--- src/rtl/mod_counter_checker_sat_counter.sv ---
`default_nettype none
// +--------------------------------------------------------------------------+
// | sat_counter: event counter, saturating or free-wrapping. Rev 1.0         |
// +--------------------------------------------------------------------------+
module sat_counter #(
  parameter int WIDTH    = 8,
  parameter bit SATURATE = 1'b1
) (
  input  logic             clk,
  input  logic             reset,
  input  logic             clear,
  input  logic             inc,
  output logic [WIDTH-1:0] count
);

  localparam logic [WIDTH-1:0] MAX_VAL = '1;

  logic step_ok;

  generate
    if (SATURATE) begin : g_sat
      assign step_ok = inc && (count != MAX_VAL);
    end else begin : g_wrap
      assign step_ok = inc;
    end
  endgenerate

  always_ff @(posedge clk) begin
    if (reset || clear) begin
      count <= '0;
    end else if (step_ok) begin
      count <= count + 1'b1;
    end
  end

endmodule
`default_nettype wire

--- config.mk ---
export PLATFORM = sky130hd
export DESIGN_NAME = sat_counter
export DESIGN_NICKNAME = d
export VERILOG_FILES = /design/src/rtl/mod_counter_checker_sat_counter.sv
export SDC_FILE = /design/constraint.sdc
export NUM_CORES = 1
export LEC_CHECK = 0
export CAP_MARGIN = 25
export CORE_AREA = 2 2 39 41
export DETAILED_ROUTE_END_ITERATION = 10
export DIE_AREA = 0 0 41 43
export HOLD_SLACK_MARGIN = 0.03
export PLACE_DENSITY = 0.58
export SLEW_MARGIN = 20
export SYNTH_ARGS = -nofsm -noshare
export SYNTH_HDL_FRONTEND = slang
export SYNTH_SLANG_ARGS = --single-unit
--- constraint.sdc ---
create_clock -name clk -period 1.34 [get_ports clk]
set_input_delay 0.268 -clock clk [delete_from_list [all_inputs] [get_ports clk]]
set_output_delay 0.268 -clock clk [all_outputs]
set_load 0.01 [all_outputs]
==> impl_metrics.csv <==
group,metric,value,unit
logic_synthesis,synthDominantAreaCellType,"sky130_fd_sc_hd__dfxtp_1",
clock_network,cts_sinks,8,
timing,timing_hold_violations_final,0,
critical_path,path_class,"flop to flop",
routing,routed.top_layer,"met4",
timing,grt_setup_unrepaired,"false",
hold_path,holdCritPathClass,"primary input to flop",
global_route,grt_pass1_wl,1.66,mm
routing,avgRoutedWirePerCell,11.6,microns
logic_synthesis,syn_nets,53,
placed_design,dp_cell_count,81,
routing,drt_pre_antenna_iters,4,
die,rows,14,
clock_network,cts_tree,"done",
clock_network,cts_root_buffer,"sky130_fd_sc_hd__clkbuf_4",
timing,min_period,1.28,ns
logic_synthesis,sequential_element_share_of_the_synthesized_area,38.0,%
routing,drt_first_iter_violations,7,
timing,clock.fmax,781,MHz
placed_design,io_buffers,11,
placed_design,place_congestion,0.647,
cells_and_area,fillCellCount,143,
routing,remaining_drc_errors,0,
hold_path,worst_hold_path.num_cells,3,
timing,worst_clock_skew,0.00565,ns
cells_and_area,final_cell_area,638,sq um
cells_and_area,final_cell_count_no_fill,84,
logic_synthesis,synth_compound_gate_area_share,12.8,%
routing,detail-route-antenna-nets,0,
logic_synthesis,synth_async_sr_flop_share,0,%
die,die_footprint,1760,sq um
routing,totalWireLength,972,microns
logic_synthesis,synth_top_cell_area_share,38.0,%
die,die_width,41,microns
cells_and_area,syn_to_final_growth,51.3,%
logic_synthesis,synthAdderAreaFrac,2.97,%
clock_network,clk_pin_slew_worst_paths,0.06,ns
critical_path,arrival,1.43,ns
die,initial_utilization,30.5,%
placed_design,dpl_worst_slack,-0.247,ns
logic_synthesis,post-synth-top-count-cell,"sky130_fd_sc_hd__nand2_1",
logic_synthesis,synth_warnings,0,
status,status,"complete, no violations",
cells_and_area,nNetsFinal,75,
logic_synthesis,synth_top_family_by_area,"simple AND/OR/NAND/NOR gates",
die,top_level_ports,12,
placed_design,hpwl,747,microns
cells_and_area,multiInputGateArea,264,sq um
logic_synthesis,most_frequent_cells_after_synthesis,"sky130_fd_sc_hd__nand2_1 (9), sky130_fd_sc_hd__dfxtp_1 (8), sky130_fd_sc_hd__mux2i_1 (5), sky130_fd_sc_hd__a21oi_1 (3), sky130_fd_sc_hd__or3_1 (3)",
global_route,antenna_found_initial,0,
global_route,vias_in_the_first_global_route,383,
timing,finalCritPeriodShare,95.5,%
timing,layout_setup_ws,0.0603,ns
clock_network,post-cts-setup-buffer-count,0,
logic_synthesis,post_synth_and_or_nand_nor_area_fraction,30.0,%
placed_design,postPlaceCellArea,608,sq um
logic_synthesis,synth_enable_flop_cells,0,
power_and_ir_drop,leakage,0.000298,uW
logic_synthesis,synthCells,48,
critical_path,cp.required,1.49,ns
global_route,maximum_number_of_pins_on_one_net_before_global_route_repair,8,
routing,dr_wl_met3,53,microns
cells_and_area,reg.largest.list,"count (8)",
routing,via_per_inst,4.94,
die,floorplan.core_area,1380,sq um
cells_and_area,antennaDiodeCount,0,
routing,wl_met2,448,microns
timing,hold_slack,0.417,ns
critical_path,crit_path_start_kind,"flop",
cells_and_area,max_flop_register,"count",
logic_synthesis,ys_ff_latch,8,
timing,final_count_of_pins_violating_max_slew,0,
cells_and_area,seqCellArea,169,sq um
routing,routed_length_on_met1,456,microns
clock_network,cts-hold-fix-buffers,0,
die,fp.dieH,43,microns
global_route,global_route.overflow_total,0,
hold_path,worst_hold_startpoint,"inc",
logic_synthesis,ys_types,22,
critical_path,kind_of_capture_point_of_the_worst_setup_path,"flop",
timing,relSlewSlack,86.0,%
routing,route.vias.total,415,
critical_path,reg2reg_depth,4,
clock_network,cts_made_buffers,3,
logic_synthesis,yosys_most_used_dff,"sky130_fd_sc_hd__dfxtp_1",
clock_network,worstSkewPairLatency,0.25,ns
timing,final-setup-viol-count,0,
clock_network,cts_max_path_buffers,2,
power_and_ir_drop,design_power_total,469,uW
timing,tightest_slew,0.209,ns
global_route,grt_usage,14.7,%
hold_path,min_to,"count[2]",
logic_synthesis,syn_area_per_cell,8.78,sq um
job,max_cap_viol_count,0,
cells_and_area,final_layout_size_suffix_gt1_share,29.4,%
power_and_ir_drop,ir_drop,0.662,mV
logic_synthesis,yosys-top-cells-area,"sky130_fd_sc_hd__dfxtp_1 (38%), sky130_fd_sc_hd__mux2i_1 (12%), sky130_fd_sc_hd__nand2_1 (8.0%), sky130_fd_sc_hd__or3_1 (4.5%), sky130_fd_sc_hd__a21oi_1 (3.6%)",
critical_path,worst_path_maximum_fanout,5,
critical_path,reg2reg_setup_slack,0.06,ns
logic_synthesis,muxShareOfSynthArea,11.9,%
logic_synthesis,netlist_area,422,sq um
critical_path,r2r-end,"count[6]",
power_and_ir_drop,power.density,734,nW/um^2
cells_and_area,flip_flop_count_of_the_largest_register_after_layout,8,
clock_network,cts_max_level,1,
critical_path,r2r_start,"count[0]",
logic_synthesis,synthXorXnorAreaFrac,0,%
cell type report:
| cell class | count | share of cell area [%] |
|---|---|---|
| well taps | 16 | 3.14 |
| clock buffers | 3 | 3.53 |
| inverters | 2 | 1.18 |
| repair buffers | 18 | 24.3 |
| multi-input cells | 37 | 41.4 |
| flip-flops and latches | 8 | 26.5 |
layer usage:
metal	vias up	track usage [%]
li1	219	-
met1	182	18.8
met2	12	19.1
met3	2	9.42
met4	0	6.00
met5	-	0
worst max-delay path, stage by stage (launching register included):
cell	delay [ns]
sky130_fd_sc_hd__dfxtp_4	0.37
sky130_fd_sc_hd__ha_4	0.15
sky130_fd_sc_hd__nand3_1	0.09
sky130_fd_sc_hd__or4_1	0.39
sky130_fd_sc_hd__and3_1	0.18
stage by stage:
| stage | utilization, % | TNS, ns |
|---|---|---|
| floorplan | - | 0 |
| finish | 46.1 | 0 |
| detailed placement | 43.9 | -1.26 |
| global route | 46.1 | 0 |
| CTS | 45.1 | 0 |
| global placement | 43.9 | -1.13 |
cell families (layout without fill, tap and decap cells):
family | Yosys count | after routing
AND/OR/NAND/NOR | 23 | 23
AO/OA/AOI/OAI | 8 | 8
flip-flops | 8 | 8
multiplexers | 5 | 5
buffers and inverters | 3 | 23
adder cells (fa/ha/maj) | 1 | 1
report_power, final:
part,switching [uW],internal (uW)
logic,16.5,22.7
registers,3.50,239
clock network,83.9,103
total,104,365
worst max-delay path by stage:
stage / to / startpoint
6_report: count[6] / count[0]
3_3_place_gp: count[6] / inc
4_1_cts: count[1] / count[0]
3_5_place_dp: count[6] / inc
2_1_floorplan: count[6] / count[0]
5_1_grt: count[1] / count[0]
repair_timing:
item / CTS / global route
resized for setup: 11 / 4
pin swaps: 0 / 1
setup endpoints to repair: 8 / 6
layout by cell type, fill, tap and decap left out:
cell type	n
sky130_fd_sc_hd__a211o_1	1
sky130_fd_sc_hd__a211oi_2	1
sky130_fd_sc_hd__a21boi_2	1
sky130_fd_sc_hd__a21oi_1	3
sky130_fd_sc_hd__and3_1	2
sky130_fd_sc_hd__and4_4	1
sky130_fd_sc_hd__buf_4	7
sky130_fd_sc_hd__clkbuf_4	3
sky130_fd_sc_hd__clkdlybuf4s50_1	2
sky130_fd_sc_hd__dfxtp_1	3
sky130_fd_sc_hd__dfxtp_2	4
sky130_fd_sc_hd__dfxtp_4	1
sky130_fd_sc_hd__dlygate4sd2_1	8
sky130_fd_sc_hd__dlymetal6s2s_1	1
sky130_fd_sc_hd__ha_4	1
sky130_fd_sc_hd__inv_1	2
sky130_fd_sc_hd__mux2i_1	5
sky130_fd_sc_hd__nand2_1	9
sky130_fd_sc_hd__nand3_1	2
sky130_fd_sc_hd__nand4_1	1
sky130_fd_sc_hd__nand4b_1	1
sky130_fd_sc_hd__nor2_2	1
sky130_fd_sc_hd__nor3_1	1
sky130_fd_sc_hd__nor4_1	1
sky130_fd_sc_hd__o211a_1	1
sky130_fd_sc_hd__o21ai_0	1
sky130_fd_sc_hd__or3_1	3
sky130_fd_sc_hd__or4_1	1
Power figures use the tool's default switching activity.
